--- config.mk ---
export PLATFORM = sky130hd
export DESIGN_NAME = i2c_codec_init
export DESIGN_NICKNAME = d
export VERILOG_FILES = /design/src/rtl/codec_cfg_pkg.sv /design/src/rtl/i2c_quarter_tick.sv /design/src/rtl/i2c_codec_init.sv
export SDC_FILE = /design/constraint.sdc
export NUM_CORES = 1
export LEC_CHECK = 0
export ABC_AREA = 1
export CORE_MARGIN = 2
export CORE_UTILIZATION = 52
export CTS_CLUSTER_DIAMETER = 30
export CTS_CLUSTER_SIZE = 25
export DETAILED_ROUTE_END_ITERATION = 16
export DONT_BUFFER_PORTS = 1
export MAX_ROUTING_LAYER = met4
export PLACE_DENSITY_LB_ADDON = 0.3
export SYNTH_ARGS = -nofsm -noshare
export SYNTH_HDL_FRONTEND = slang
export SYNTH_HIERARCHICAL = 1
export SYNTH_SLANG_ARGS = --single-unit
--- constraint.sdc ---
create_clock -name clk -period 4.91 [get_ports clk]
set_clock_uncertainty 0.15 [all_clocks]
set_input_delay 0.982 -clock clk [delete_from_list [all_inputs] [get_ports clk]]
set_output_delay 0.982 -clock clk [all_outputs]
set_load 0.02 [all_outputs]
--- src/rtl/codec_cfg_pkg.sv ---
// Shared constants for the WM8731 power-up writer: device address, the
// register table sent after start, and the sequencer state encoding.
package codec_cfg_pkg;

  localparam logic [7:0] WM8731_ADDR = 8'h34;
  localparam int         NUM_CFG     = 11;

  localparam logic [15:0] CFG_TABLE [0:NUM_CFG-1] = '{
    16'h1E00, 16'h0097, 16'h0297, 16'h0479, 16'h0679, 16'h0812,
    16'h0A00, 16'h0C00, 16'h0E42, 16'h1000, 16'h1201
  };

  typedef enum logic [2:0] {
    ST_IDLE,
    ST_START,
    ST_BYTE,
    ST_STOP,
    ST_GAP,
    ST_FINISH
  } state_t;

  // Byte idx of a word frame: 0 = device address, 1 = {reg, data[8]}, 2 = data[7:0].
  function automatic logic [7:0] cfg_byte(input logic [3:0] word, input logic [1:0] idx);
    logic [15:0] w;
    w = (int'(word) < NUM_CFG) ? CFG_TABLE[word] : 16'h0000;
    case (idx)
      2'd0:    cfg_byte = WM8731_ADDR;
      2'd1:    cfg_byte = w[15:8];
      default: cfg_byte = w[7:0];
    endcase
  endfunction

endpackage

--- src/rtl/i2c_quarter_tick.sv ---
// Quarter-bit strobe: one-cycle tick every CLK_DIV cycles while enabled;
// the counter reloads whenever disabled so the first tick is a full period away.
module i2c_quarter_tick #(
  parameter int CLK_DIV = 250
) (
  input  logic i_clk,
  input  logic i_rst_n,
  input  logic i_en,
  output logic o_tick
);

  localparam int              CW     = (CLK_DIV > 1) ? $clog2(CLK_DIV) : 1;
  localparam logic [CW-1:0]   RELOAD = CW'(CLK_DIV - 1);

  logic [CW-1:0] r_cnt;

  always_ff @(posedge i_clk or negedge i_rst_n) begin
    if (!i_rst_n) begin
      r_cnt <= RELOAD;
    end else if (!i_en || r_cnt == '0) begin
      r_cnt <= RELOAD;
    end else begin
      r_cnt <= r_cnt - 1'b1;
    end
  end

  assign o_tick = i_en && (r_cnt == '0);

endmodule

--- src/rtl/i2c_codec_init.sv ---
// WM8731 power-up configuration master: writes CFG_TABLE over a write-only
// I2C bus, retrying NACKed words, and reports done or ack_err.
module i2c_codec_init
  import codec_cfg_pkg::*;
#(
  parameter int CLK_DIV   = 250,
  parameter int MAX_RETRY = 3
) (
  input  logic   clk,
  input  logic   reset,
  input  logic   start,
  output logic   I2C_SCLK,
  output logic   sda_oe,
  input  logic   sda_in,
  output logic   busy,
  output logic   done,
  output logic   ack_err,
  output state_t dbg_state
);

  localparam int RW = $clog2(MAX_RETRY + 1);

  state_t        r_state, n_state;
  logic [1:0]    r_q, n_q;
  logic [3:0]    r_bit, n_bit;
  logic [1:0]    r_byte, n_byte;
  logic [3:0]    r_word, n_word;
  logic [RW-1:0] r_retry, n_retry;
  logic          r_nack, n_nack;
  logic          r_err, n_err;
  logic          r_sclk, n_sclk;
  logic          r_oe, n_oe;
  logic          r_busy, n_busy;
  logic          r_done, n_done;
  logic          r_ack_err, n_ack_err;
  logic [7:0]    w_byte;
  logic          w_tick;

  i2c_quarter_tick #(.CLK_DIV(CLK_DIV)) u_tick (
    .i_clk   (clk),
    .i_rst_n (reset),
    .i_en    (r_busy),
    .o_tick  (w_tick)
  );

  always_ff @(posedge clk or negedge reset) begin
    if (!reset) begin
      r_state   <= ST_IDLE;
      r_q       <= '0;
      r_bit     <= '0;
      r_byte    <= '0;
      r_word    <= '0;
      r_retry   <= '0;
      r_nack    <= 1'b0;
      r_err     <= 1'b0;
      r_sclk    <= 1'b1;
      r_oe      <= 1'b0;
      r_busy    <= 1'b0;
      r_done    <= 1'b0;
      r_ack_err <= 1'b0;
    end else begin
      r_state   <= n_state;
      r_q       <= n_q;
      r_bit     <= n_bit;
      r_byte    <= n_byte;
      r_word    <= n_word;
      r_retry   <= n_retry;
      r_nack    <= n_nack;
      r_err     <= n_err;
      r_sclk    <= n_sclk;
      r_oe      <= n_oe;
      r_busy    <= n_busy;
      r_done    <= n_done;
      r_ack_err <= n_ack_err;
    end
  end

  always_comb begin
    n_state   = r_state;
    n_q       = r_q;
    n_bit     = r_bit;
    n_byte    = r_byte;
    n_word    = r_word;
    n_retry   = r_retry;
    n_nack    = r_nack;
    n_err     = r_err;
    n_busy    = r_busy;
    n_done    = r_done;
    n_ack_err = r_ack_err;
    n_sclk    = 1'b1;
    n_oe      = 1'b0;
    w_byte    = 8'h00;

    case (r_state)
      ST_IDLE: begin
        if (start) begin
          n_state   = ST_START;
          n_q       = '0;
          n_bit     = '0;
          n_byte    = '0;
          n_word    = '0;
          n_retry   = '0;
          n_nack    = 1'b0;
          n_err     = 1'b0;
          n_busy    = 1'b1;
          n_done    = 1'b0;
          n_ack_err = 1'b0;
        end
      end
      ST_FINISH: begin
        n_state   = ST_IDLE;
        n_busy    = 1'b0;
        n_done    = !r_err;
        n_ack_err = r_err;
      end
      default: begin
        if (w_tick) begin
          // Every phase is four quarters; the 2-bit quarter count wraps into q0 of the next.
          n_q = r_q + 2'd1;
          case (r_state)
            ST_START: begin
              if (r_q == 2'd3) begin
                n_state = ST_BYTE;
                n_bit   = '0;
                n_byte  = '0;
              end
            end
            ST_BYTE: begin
              if (r_bit == 4'd8 && r_q == 2'd2) n_nack = sda_in;
              if (r_q == 2'd3) begin
                if (r_bit != 4'd8) begin
                  n_bit = r_bit + 4'd1;
                end else if (r_nack || r_byte == 2'd2) begin
                  n_state = ST_STOP;
                end else begin
                  n_bit  = '0;
                  n_byte = r_byte + 2'd1;
                end
              end
            end
            ST_STOP: begin
              if (r_q == 2'd3) n_state = ST_GAP;
            end
            ST_GAP: begin
              if (r_q == 2'd3) begin
                n_nack = 1'b0;
                if (r_nack) begin
                  if (r_retry == RW'(MAX_RETRY - 1)) begin
                    n_state = ST_FINISH;
                    n_err   = 1'b1;
                  end else begin
                    n_state = ST_START;
                    n_retry = r_retry + 1'b1;
                  end
                end else if (r_word == 4'(NUM_CFG - 1)) begin
                  n_state = ST_FINISH;
                end else begin
                  n_state = ST_START;
                  n_word  = r_word + 4'd1;
                  n_retry = '0;
                end
              end
            end
            default: ;
          endcase
        end
      end
    endcase

    // Line levels are a registered decode of the phase being entered.
    w_byte = cfg_byte(n_word, n_byte);
    case (n_state)
      ST_START: n_oe = n_q[1];
      ST_BYTE: begin
        n_sclk = n_q[1];
        n_oe   = (n_bit != 4'd8) && !w_byte[3'd7 - n_bit[2:0]];
      end
      ST_STOP: begin
        n_sclk = n_q[1];
        n_oe   = (n_q != 2'd3);
      end
      default: ;
    endcase
  end

  assign I2C_SCLK  = r_sclk;
  assign sda_oe    = r_oe;
  assign busy      = r_busy;
  assign done      = r_done;
  assign ack_err   = r_ack_err;
  assign dbg_state = r_state;

endmodule
==> impl_metrics.json, run 1 <==
{
  "met1_usage": 0.262,
  "dieArea_sq_mm": 0.00528,
  "maxCapViolCount": 0,
  "post_cts_buffers": 0,
  "rsz0062_at_grt": "no",
  "critical_path_class": "register to register",
  "final_cell_mix": "74 x nand2_1, 44 x inv_1, 37 x nand3_1",
  "post_drt_wl_per_cell_microns": 12.7,
  "cts_tree": "done",
  "clock_latency_ps": 280,
  "design_area_sq_mm": 0.00261,
  "power_density_mw_per_mm2": 391,
  "drive_above_1_share": 0.179,
  "syn_nets": 347,
  "r2r_slack_ps": 1530,
  "start_util": 0.552,
  "grt_overflow": 0,
  "fmax_ghz": 0.296,
  "io_pins": 12,
  "cp_num_cells": 22,
  "yosysTopAreaCellShare": 0.255,
  "placed_cell_area_sq_mm": 0.00252,
  "p_leak_nw": 1.33,
  "clkTransAtPathRegs_ps": 70,
  "wl_mm": 4.90,
  "gp_congestion": 0.868,
  "drt_iter0_drc": 114,
  "finalSetupViolCount": 0,
  "fin_crit_ps": 3380,
  "worstMarginPinSlew_ps": 508,
  "cp_cell_sequence": "inv_1, ha_1, nand3_2, nor3_1, nand3_1, nor2_4, nand2_1, nand2_1, nand3_1, nand2_1, inv_1, ha_1, inv_1, nand3_1, nand3_1, nand3_1, nand3_1, nand3_1, nand2_1, nand2_1, nand3_1, nand2_1",
  "via_per_inst": 5.46,
  "synth-seq-cells": 32,
  "nets": 354,
  "seq_area_frac_synth": 0.330,
  "numCtsBuffers": 5,
  "fp.dieH_microns": 72.7,
  "required_ps": 4920,
  "die-width_microns": 72.7,
  "grt_antenna_before_repair": 0,
  "crit_arrival_ps": 3390,
  "final_common_cell": "nand2_1",
  "area_delta_synth_final_pct": 6.43,
  "rr_endpoint": "sda_oe",
  "antenna_cells": 0,
  "grt_max_degree": 33,
  "final.setup.tns_ps": 0,
  "slowest_delay_ps": 400,
  "dr_total_vias": 2113,
  "synth_cells": 327,
  "ir_drop_mv": 0.153,
  "synth_top_area_cell": "dfrtp_1",
  "yosysUniqueCellTypes": 38,
  "r2r-start": "u_tick/r_cnt[0]",
  "synth_warnings": 6,
  "grt_use_met3": 0.0345,
  "root_buffer": "clkbuf_8",
  "port_buffers": 0,
  "status": "finished, final reports clean",
  "crit_top_cell": "nand3_1",
  "syn_area_sq_mm": 0.00245,
  "htreeDepth": 2,
  "rr_worst_depth": 22,
  "path_buf_inv": 3,
  "crit_fanout": 9,
  "finalHoldViolations": 0,
  "grt_pass1_wl_mm": 8.70,
  "drt_pass1_iterations": 4,
  "max-slew-margin-rel": 0.661,
  "avgSynthCellArea_sq_um": 7.50,
  "cts_hold_buf": 0,
  "clock-sinks": 32,
  "ant_nets": 0,
  "slew_viol_final": 0,
  "num_rows": 24,
  "grt_usage": 0.217,
  "critPathSlowestCell": "nor3_1",
  "min_path_type": "input port to asynchronous set/reset pin",
  "post_cts_resized": 0,
  "busiest_layer": "met2",
  "fin_crit_sh": 0.688,
  "final_util": 0.587,
  "crit_path_end_kind": "register",
  "coreArea_sq_mm": 0.00444,
  "dp_hpwl_mm": 3.73,
  "ys_top_cells_by_area": "dfrtp_1 26%, nand2_1 11%, ha_1 8.2%",
  "start_kind": "register",
  "cp_top_family": "simple AND/OR/NAND/NOR gates",
  "max-clock-path-buffers": 2,
  "drc_errors": 0,
  "grt_util_met2": 0.355,
  "grt_pass1_vias": 2116
}
## stage by stage
| step | power [mW] | hold WS [ps] | std cells | setup WS (ps) |
|---|---|---|---|---|
| floorplan | 0.726 | 280 | 327 | 1850 |
| global placement | 0.809 | 287 | 379 | 1610 |
| detailed placement | 0.816 | 288 | 379 | 1520 |
| CTS | 1.03 | 231 | 387 | 1500 |
| global route | 1.11 | 221 | 387 | 1160 |
| finish | 1.02 | 236 | 387 | 1530 |
## registers in the layout, indices dropped and copies added, names as in the netlist
name,cells
r_word,4
ack_err,1
r_err,1
done,1
r_byte,2
I2C_SCLK,1
sda_oe,1
u_tick/r_cnt,8
r_q,2
r_retry,2
dbg_state,3
busy,1
r_nack,1
r_bit,4
## power by group
group | leakage (nW) | switching, mW | total (mW) | internal [mW]
clock network | 0.0510 | 0.0975 | 0.209 | 0.112
logic | 0.861 | 0.293 | 0.438 | 0.145
registers | 0.413 | 0.0597 | 0.374 | 0.314
## worst max-delay path by stage
| stage | from | to |
|---|---|---|
| final | u_tick/r_cnt[0] | sda_oe |
| after global routing | u_tick/r_cnt[0] | sda_oe |
| after CTS | u_tick/r_cnt[0] | sda_oe |
| after detailed placement | u_tick/r_cnt[0] | sda_oe |
| after global placement | u_tick/r_cnt[0] | sda_oe |
| after floorplan | u_tick/r_cnt[0] | sda_oe |
## logic make-up after synthesis
kind of cell,synth area share
compound gates,0.107
xor+xnor,0.0143
fa+ha+maj,0.0817
buf+inv,0.0806
flops,0.330
mux,0.00408
simple gates,0.382
## layer usage
layer	up-vias	part of all wire
li1	1077	-
met1	985	0.47
met2	42	0.47
met3	9	0.040
met4	0	0.021
met5	-	0
## synthesized netlist by cell type
| cell | count |
|---|---|
| o21ai_1 | 4 |
| a21oi_1 | 8 |
| or2_2 | 1 |
| nor2_1 | 22 |
| clkinv_2 | 1 |
| nand2_1 | 74 |
| o211ai_1 | 1 |
| a311oi_1 | 1 |
| or2_0 | 1 |
| o22ai_1 | 3 |
| nand3b_1 | 1 |
| a31oi_1 | 2 |
| ha_1 | 16 |
| dfstp_2 | 7 |
| nand2_4 | 6 |
| a41oi_1 | 1 |
| o21ai_0 | 16 |
| nor2_2 | 5 |
| dfrtp_1 | 25 |
| a22oi_1 | 3 |
| xnor2_1 | 3 |
| inv_4 | 2 |
| nor2_8 | 2 |
| nand4_1 | 2 |
| xor2_1 | 1 |
| nor2_4 | 3 |
| nand3_2 | 9 |
| mux2i_1 | 1 |
| o21ai_2 | 2 |
| nor3_1 | 6 |
| inv_1 | 44 |
| nand2_2 | 7 |
| nor3_2 | 1 |
| and3_1 | 2 |
| inv_2 | 4 |
| a21oi_2 | 2 |
| o21a_1 | 1 |
| nand3_1 | 37 |
## layout make-up
| type | count | area (sq um) |
|---|---|---|
| Tap cell | 52 | 65.1 |
| Clock inverter | 2 | 10.0 |
| Inverter | 51 | 198 |
| Fill cell | 392 | 1840 |
| Sequential cell | 32 | 810 |
| Clock buffer | 6 | 82.6 |
| Multi-Input combinational cell | 244 | 1440 |
## worst reg2reg max path, stage by stage (launching register included)
cell and delay [ps]:
dfstp_2 370, inv_1 90, ha_1 170, nand3_2 140
nor3_1 400, nand3_1 190, nor2_4 230, nand2_1 70
nand2_1 60, nand3_1 60, nand2_1 170, inv_1 110
ha_1 300, inv_1 80, nand3_1 120, nand3_1 110
nand3_1 70, nand3_1 80, nand3_1 70, nand2_1 70
nand2_1 50, nand3_1 60, nand2_1 50
Note: power is estimated with default switching activity, not from simulation.
==> run 2, diff against run 1 <==
Clock period 4.91 ns to 3.1 ns, I/O delays scaled along.
==> impl_metrics.json, run 2 (same netlist as run 1, synthesis figures left out) <==
{
  "fin_crit_ps": 2860,
  "clkTransAtPathRegs_ps": 60,
  "die-width_microns": 72.7,
  "ir_drop_mv": 0.234,
  "p_sw_mw": 0.745,
  "dieArea_sq_mm": 0.00528,
  "critPathLaunch": "u_tick/r_cnt[2]",
  "min_path_type": "input port to asynchronous set/reset pin",
  "ant_nets": 0,
  "grt_max_degree": 26,
  "pwr-share-seq": 0.347,
  "wl_mm": 5.17,
  "area_delta_synth_final_pct": 14.0,
  "drc_errors": 0,
  "max-clock-path-buffers": 2,
  "finalPower_mw": 1.68,
  "critical_path_class": "register to register",
  "grt_usage": 0.216,
  "final_util": 0.629,
  "p_leak_nw": 1.43,
  "slowest_delay_ps": 430,
  "cts_tree": "done",
  "largest_reg_flops": 8,
  "top_register": "u_tick/r_cnt",
  "drt_pass1_iterations": 4,
  "fin_crit_sh": 0.923,
  "dp_hpwl_mm": 3.74,
  "final.setup.tns_ps": 0,
  "clock_latency_ps": 290,
  "clock-sinks": 32,
  "p_comb_frac": 0.456,
  "top_regs": "u_tick/r_cnt (8), r_bit (4), r_word (4)",
  "max-slew-margin-rel": 0.752,
  "numCtsBuffers": 5,
  "critPathSlowestCell": "dfrtp_1",
  "gp_congestion": 0.890,
  "start_kind": "register",
  "grt_pass1_wl_mm": 8.73,
  "htreeDepth": 2,
  "cp_cell_sequence": "nor2_4, nand2_4, nor3_4, nand3_2, nor2_4, nand2_1, nand2_1, nand3_1, nand2_2, inv_1, ha_1, inv_1, nand3_2, nor2_2, nor2_1, nand2_1, nand3_1, nand2_1, nand2_1, nand3_1, nand2_1",
  "grt_pass1_vias": 2009,
  "root_buffer": "clkbuf_8",
  "p_int_mw": 0.935,
  "coreArea_sq_mm": 0.00444,
  "start_util": 0.552,
  "fp.dieH_microns": 72.7,
  "required_ps": 3120,
  "slew_viol_final": 0,
  "num_rows": 24,
  "nets": 370,
  "worstMarginPinSlew_ps": 372,
  "rr_worst_depth": 21,
  "final_cell_mix": "73 x nand2_1, 41 x inv_1, 34 x nand3_1",
  "io_pins": 12,
  "crit_fanout": 6,
  "via_per_inst": 5.36,
  "crit_arrival_ps": 2880,
  "port_buffers": 0,
  "fmax_ghz": 0.349,
  "clkPwrFrac": 0.198,
  "maxCapViolCount": 0,
  "status": "finished, final reports clean",
  "rr_endpoint": "sda_oe",
  "drt_iter0_drc": 130,
  "post_drt_wl_per_cell_microns": 12.8,
  "dr_total_vias": 2159,
  "drive_above_1_share": 0.245,
  "crit_top_cell": "nand2_1",
  "switching_share": 0.444,
  "grt_overflow": 0,
  "r2r-start": "u_tick/r_cnt[2]",
  "finalHoldViolations": 0,
  "finalSetupViolCount": 0,
  "crit_path_end_kind": "register",
  "grt_antenna_before_repair": 0,
  "r2r_slack_ps": 240,
  "power_density_mw_per_mm2": 601,
  "final_common_cell": "nand2_1",
  "antenna_cells": 0
}
==> run 2: changes by cell type in the layout (fill, tap and decap cells not counted), sizes merged <==
cell         change
dlygate4sd3      +2
buf             +14
==> run 2: critical path: cells and delay by family, from the launching register on <==
kind	cells	cell delay, ps
and+or+nand+nor	18	1700
buffers and inverters	2	160
adders and majority gates	1	290
DFF	1	430
==> run 2: how the worst max path moves through the flow <==
stage,end,slack [ps]
after floorplan,sda_oe,40
after global placement,sda_oe,90
after global routing,sda_oe,-10
after detailed placement,sda_oe,30
final,sda_oe,240
after CTS,sda_oe,50
==> run 2: per-layer routing <==
metal	vias up	wire, microns	track usage
li1	1114	-	-
met1	996	2460	0.280
met2	44	2420	0.341
met3	5	246	0.0442
met4	0	49	0.0679
met5	-	0	-
==> run 2: layout make-up <==
class / count / area [sq um]
clock buffers: 6 / 82.6
clock inverters: 2 / 10.0
fillers: 384 / 1650
inverters: 51 / 198
multi-input cells: 244 / 1490
flip-flops and latches: 32 / 810
well taps: 52 / 65.1
repair buffers: 16 / 138
==> run 2: timing repair <==
item                                    in CTS  in global routing
endpoints found under the setup margin       1                  1
setup buffers                                0                  6
pin swaps                                    0                  7
gates cloned                                 0                  0
hold buffers                                 2                  1
hold endpoints to repair                    25                  2
gates resized for setup                      1                 15
==> run 2: metrics by stage <==
step / hold WS [ps] / area [sq um] / setup slack, ps / instances
final: 20.3 / 2790 / 239 / 403
after global routing: 0.645 / 2790 / -13.6 / 403
after CTS: 5.86 / 2700 / 51.1 / 396
after detailed placement: 175 / 2570 / 30.8 / 386
after global placement: 175 / 2570 / 93.1 / 386
after floorplan: 174 / 2450 / 37.4 / 327
==> run 2: power groups by stage <==
stage | registers (mW) | clock network (mW) | logic, mW
final | 0.582 | 0.332 | 0.766
after global routing | 0.592 | 0.361 | 0.857
after CTS | 0.581 | 0.340 | 0.743
after detailed placement | 0.587 | 0 | 0.727
after global placement | 0.584 | 0 | 0.723
after floorplan | 0.582 | 0 | 0.569
==> run 3, diff against run 2 <==
Settings changed: CORE_UTILIZATION 52 to 40.
==> impl_metrics.json, run 3 (same netlist as run 1, synthesis figures left out) <==
{
  "top_regs": "u_tick/r_cnt (8), r_bit (4), r_word (4)",
  "fp.dieH_microns": 82.3,
  "start_util": 0.414,
  "top_register": "u_tick/r_cnt",
  "worstMarginPinSlew_ps": 405,
  "placed_cells": 411,
  "grt_antenna_before_repair": 0,
  "area_delta_synth_final_pct": 15.6,
  "crit_arrival_ps": 2880,
  "nets": 367,
  "met1Wirelength_mm": 2.51,
  "drt_pass1_iterations": 4,
  "fin_crit_ps": 2860,
  "required_ps": 3110,
  "largest_reg_flops": 8,
  "fin_crit_sh": 0.923,
  "drc_errors": 0,
  "root_buffer": "clkbuf_8",
  "dieArea_sq_mm": 0.00677,
  "clock-sinks": 32,
  "fmax_ghz": 0.349,
  "htreeDepth": 2,
  "maxCapViolCount": 0,
  "die-width_microns": 82.3,
  "critPathSlowestCell": "dfrtp_2",
  "clock_latency_ps": 290,
  "slowest_delay_ps": 450,
  "slew_viol_final": 0,
  "numCtsBuffers": 5,
  "port_buffers": 0,
  "finalSetupViolCount": 0,
  "grt_max_degree": 26,
  "num_rows": 28,
  "crit_path_end_kind": "register",
  "io_pins": 12,
  "instances_no_fill": 423,
  "crit_top_cell": "nand2_1",
  "ir_drop_mv": 0.332,
  "finalPower_mw": 1.82,
  "drt_iter0_drc": 116,
  "cts_tree": "done",
  "grt_pass1_wl_mm": 9.18,
  "start_kind": "register",
  "grt_usage": 0.182,
  "antenna_cells": 0,
  "status": "finished, final reports clean",
  "critical_path_class": "register to register",
  "routed-wl-met3_microns": 166,
  "dp_hpwl_mm": 4.04,
  "final_cell_mix": "73 x nand2_1, 42 x inv_1, 35 x nand3_1",
  "max-clock-path-buffers": 2,
  "min_path_type": "input port to asynchronous set/reset pin",
  "max-slew-margin-rel": 0.727,
  "gp_congestion": 0.875,
  "p_leak_nw": 1.42,
  "wl_mm": 5.57,
  "drive_above_1_share": 0.236,
  "dr_total_vias": 2164,
  "grt_overflow": 0,
  "via_per_inst": 5.12,
  "top_layer_used": "met4",
  "dp_slack_ps": -17.9,
  "grt_pass1_vias": 2081,
  "setup_ws_ps": 238,
  "coreArea_sq_mm": 0.00592,
  "finalHoldViolations": 0,
  "route.met2.wl_mm": 2.82,
  "cp_cell_sequence": "nor2_4, nand2_4, nor3_4, buf_4, nand2_1, nor2_2, nand2_1, nand2_2, nand2_1, nand2_1, nand3_1, nand2_1, nand2_1, nor2_2, nand3_1, nand2_1, nand3_1, nand2_1, nand2_1, nand3_1, nand2_1",
  "final_common_cell": "nand2_1",
  "crit_fanout": 6,
  "post_drt_wl_per_cell_microns": 13.2,
  "hold_ws_ps": 22.8,
  "clkTransAtPathRegs_ps": 70,
  "ant_nets": 0,
  "power_density_mw_per_mm2": 644,
  "fillers": 572
}
[run 3: cell count changes in the layout (fill, tap and decap cells not counted), moves of 2 or more]
cell      before  now
buf_4         13   11
clkinv_2       3    1
dfrtp_1       25   23
dfrtp_2        0    2
[run 3: final timing paths]
path	cells past startpoint	slack, ps	endpoint	from
max in group asynchronous	2	1990	dbg_state[0]	reset
worst max register to register	21	240	sda_oe	u_tick/r_cnt[2]
worst min register to register	1	310	u_tick/r_cnt[0]	u_tick/r_cnt[0]
worst min-delay path	0	20	u_tick/r_cnt[7]	reset
worst max-delay path	21	240	sda_oe	u_tick/r_cnt[2]
min in group clk	1	310	u_tick/r_cnt[0]	u_tick/r_cnt[0]
[run 3: cell type report]
class	count	area, sq um	share of cell area
clock buffer	7	96.3	0.0340
tap	75	93.8	0.0331
inverter	51	198	0.0698
multi-input combinational	244	1490	0.526
timing repair buffer	13	113	0.0398
clock inverter	1	30.0	0.0106
sequential	32	812	0.287
[run 3: through the flow]
step                TNS (ps)  area [sq um]   util
finish                     0          2830  0.478
global route           -41.4          2830  0.478
CTS                        0          2770  0.469
detailed placement     -17.9          2610  0.441
global placement           0          2610  0.441
floorplan                  0          2450      -
[run 3: critical path: cells and delay by family (launching register included)]
| kind | cells | cell delay, ps |
|---|---|---|
| AND/OR/NAND/NOR | 20 | 2000 |
| buffers and inverters | 1 | 160 |
| flip-flops | 1 | 450 |
[run 3: layer usage]
layer,vias up,GRT usage
li1,1114,-
met1,1013,0.207
met2,30,0.324
met3,7,0.0293
met4,0,0.0583
met5,-,-
[run 3: where the power goes]
group          internal [mW]  total [mW]  switching (mW)
Sequential             0.500       0.589          0.0889
Clock                  0.284       0.443           0.159
Combinational          0.274       0.793           0.520
Total                   1.06        1.82           0.767
[run 3: timing repair]
item,CTS,global route
pin swaps,0,5
hold buffers,2,0
endpoints found under the setup margin,1,1
cloned,0,0
endpoints found under the hold margin,25,0
setup buffers,0,2
resized for setup,1,13
==> patch: new RTL, settings of run 2 <==
`MAX_RETRY`: 3 -> 5.
--- a/src/rtl/i2c_codec_init.sv
+++ b/src/rtl/i2c_codec_init.sv
@@ -4,7 +4,7 @@
   import codec_cfg_pkg::*;
 #(
   parameter int CLK_DIV   = 250,
-  parameter int MAX_RETRY = 3
+  parameter int MAX_RETRY = 5
 ) (
   input  logic   clk,
   input  logic   reset,
Check against the original RTL: same outputs for any inputs over 10 cycles, from zero or initial values and one cycle with reset low; that may be too few to reach the edited logic, so the function may still have changed.
==> patch against run 2 <==
Final cell count rose by 16%; total power rose by 21%; cell area rose by 13%; area after synthesis rose by 9.6%; sequential cell count rose by 1; worst setup slack got worse by 0.068 ns; routed wire length rose by 20%; combinational power rose by 30%; critical endpoint unchanged.
==> patch: results <==
{
  "synth_nets": 392,
  "synth_cell_types": 37,
  "drive_gt1_frac": 0.259,
  "ff2ff_setup_slack_ns": 0.17,
  "syn-instance-count": 371,
  "critical_path_peak_fanout": 4,
  "crit_arrival_ns": 2.96,
  "diodes": 0,
  "grt_max_degree": 27,
  "worst_slew_pin_slew_ns": 0.376,
  "switchingPower_uw": 925,
  "reg2reg_depth": 25,
  "yosys-top-cells-area": "dfrtp_1 24%, nand2_1 12%, ha_1 7.9%",
  "drt-total-wl_mm": 6.19,
  "drtIter0Drc": 171,
  "gp_congestion": 0.893,
  "ys_top_cells_by_count": "89 x nand2_1, 48 x inv_1, 36 x nand3_1, 33 x nor2_1, 26 x dfrtp_1",
  "place_ws_ns": 0.0332,
  "grt_pass1_vias": 2300,
  "global_route.usage.total": 0.236,
  "grt_pass1_wl_mm": 9.98,
  "dp_hpwl_mm": 4.43,
  "stdcell_count": 468,
  "yosysSeqAreaShare": 0.311,
  "clkTransAtPathRegs_ns": 0.08,
  "outcome": "finished, final reports clean",
  "final_net_count": 418,
  "p_leak_uw": 0.00157,
  "hold_ws_ns": 0.0117,
  "place_inst": 450,
  "routed_via_density": 5.13
}
patch: cell type report:
cell class	instances	area (µm²)	area share
Timing Repair Buffer	23	190	0.0601
Multi-Input combinational cell	275	1710	0.541
Clock buffer	5	68.8	0.0217
Inverter	59	226	0.0715
Clock inverter	3	46.3	0.0146
Tap cell	70	87.6	0.0277
Sequential cell	33	835	0.264
patch: worst max-delay path by stage:
| stage | end | cells after the start | startpoint |
|---|---|---|---|
| after floorplan | sda_oe$_DFF_PN0_ | 27 | u_tick/r_cnt[0]$_DFF_PN1_ |
| after global placement | sda_oe$_DFF_PN0_ | 26 | u_tick/r_cnt[0]$_DFF_PN1_ |
| after detailed placement | sda_oe$_DFF_PN0_ | 26 | u_tick/r_cnt[0]$_DFF_PN1_ |
| after CTS | sda_oe$_DFF_PN0_ | 26 | u_tick/r_cnt[0]$_DFF_PN1_ |
| after global routing | sda_oe$_DFF_PN0_ | 25 | u_tick/r_cnt[2]$_DFF_PN0_ |
| final | sda_oe$_DFF_PN0_ | 25 | u_tick/r_cnt[2]$_DFF_PN0_ |
patch: per-layer routing:
metal	vias to the layer above	GRT usage	routed length (µm)
li1	1246	-	-
met1	1095	0.301	2840
met2	49	0.373	3010
met3	11	0.0370	233
met4	0	0.0955	113
met5	-	-	0
patch: timing repair:
action,CTS,global route
endpoints found under the hold margin,26,5
endpoints found under the setup margin,0,1
hold buffers,2,1
gates resized for setup,0,27
buffers inserted,0,7
patch: worst register-to-register path: stages (launching register included):
cell and delay (ns):
dfrtp_1 0.44, nor2_4 0.16, nand2_4 0.10, nor3_4 0.20, nand2_2 0.08, inv_2 0.08, nand3_4 0.08, nor2_4 0.15
inv_2 0.06, o21ai_4 0.19, inv_2 0.09, ha_2 0.18, inv_2 0.06, nand3_4 0.09, nand2_4 0.10, nand2_1 0.05
nor2_1 0.09, nand2_1 0.05, nand2_1 0.06, nand2_1 0.05, nand2_1 0.06, nand2_1 0.05, nand2_1 0.05, nand2_1 0.04
nand2_1 0.06, nand2_1 0.04
patch: logic make-up after synthesis:
kind of cell | synth area share
xor gates and xnor gates | 0.0196
buffers and inverters | 0.0964
AOI/OAI and AO/OA | 0.0973
and+or+nand+nor | 0.397
adders and majority gates | 0.0791
DFF | 0.311
patch: power by group through the flow:
stage	registers [µW]	clock network (µW)	logic, µW
after global routing	641	438	1120
after floorplan	625	0	705
final	628	417	992
after global placement	627	0	873
after detailed placement	628	0	881
after CTS	620	418	896
patch: per-stage QoR:
step | total power (µW) | cell area (µm²) | util
after floorplan | 1330 | 2690 | -
after global placement | 1500 | 2840 | 0.562
after detailed placement | 1510 | 2840 | 0.562
after CTS | 1930 | 2980 | 0.591
after global routing | 2200 | 3170 | 0.628
final | 2040 | 3170 | 0.628
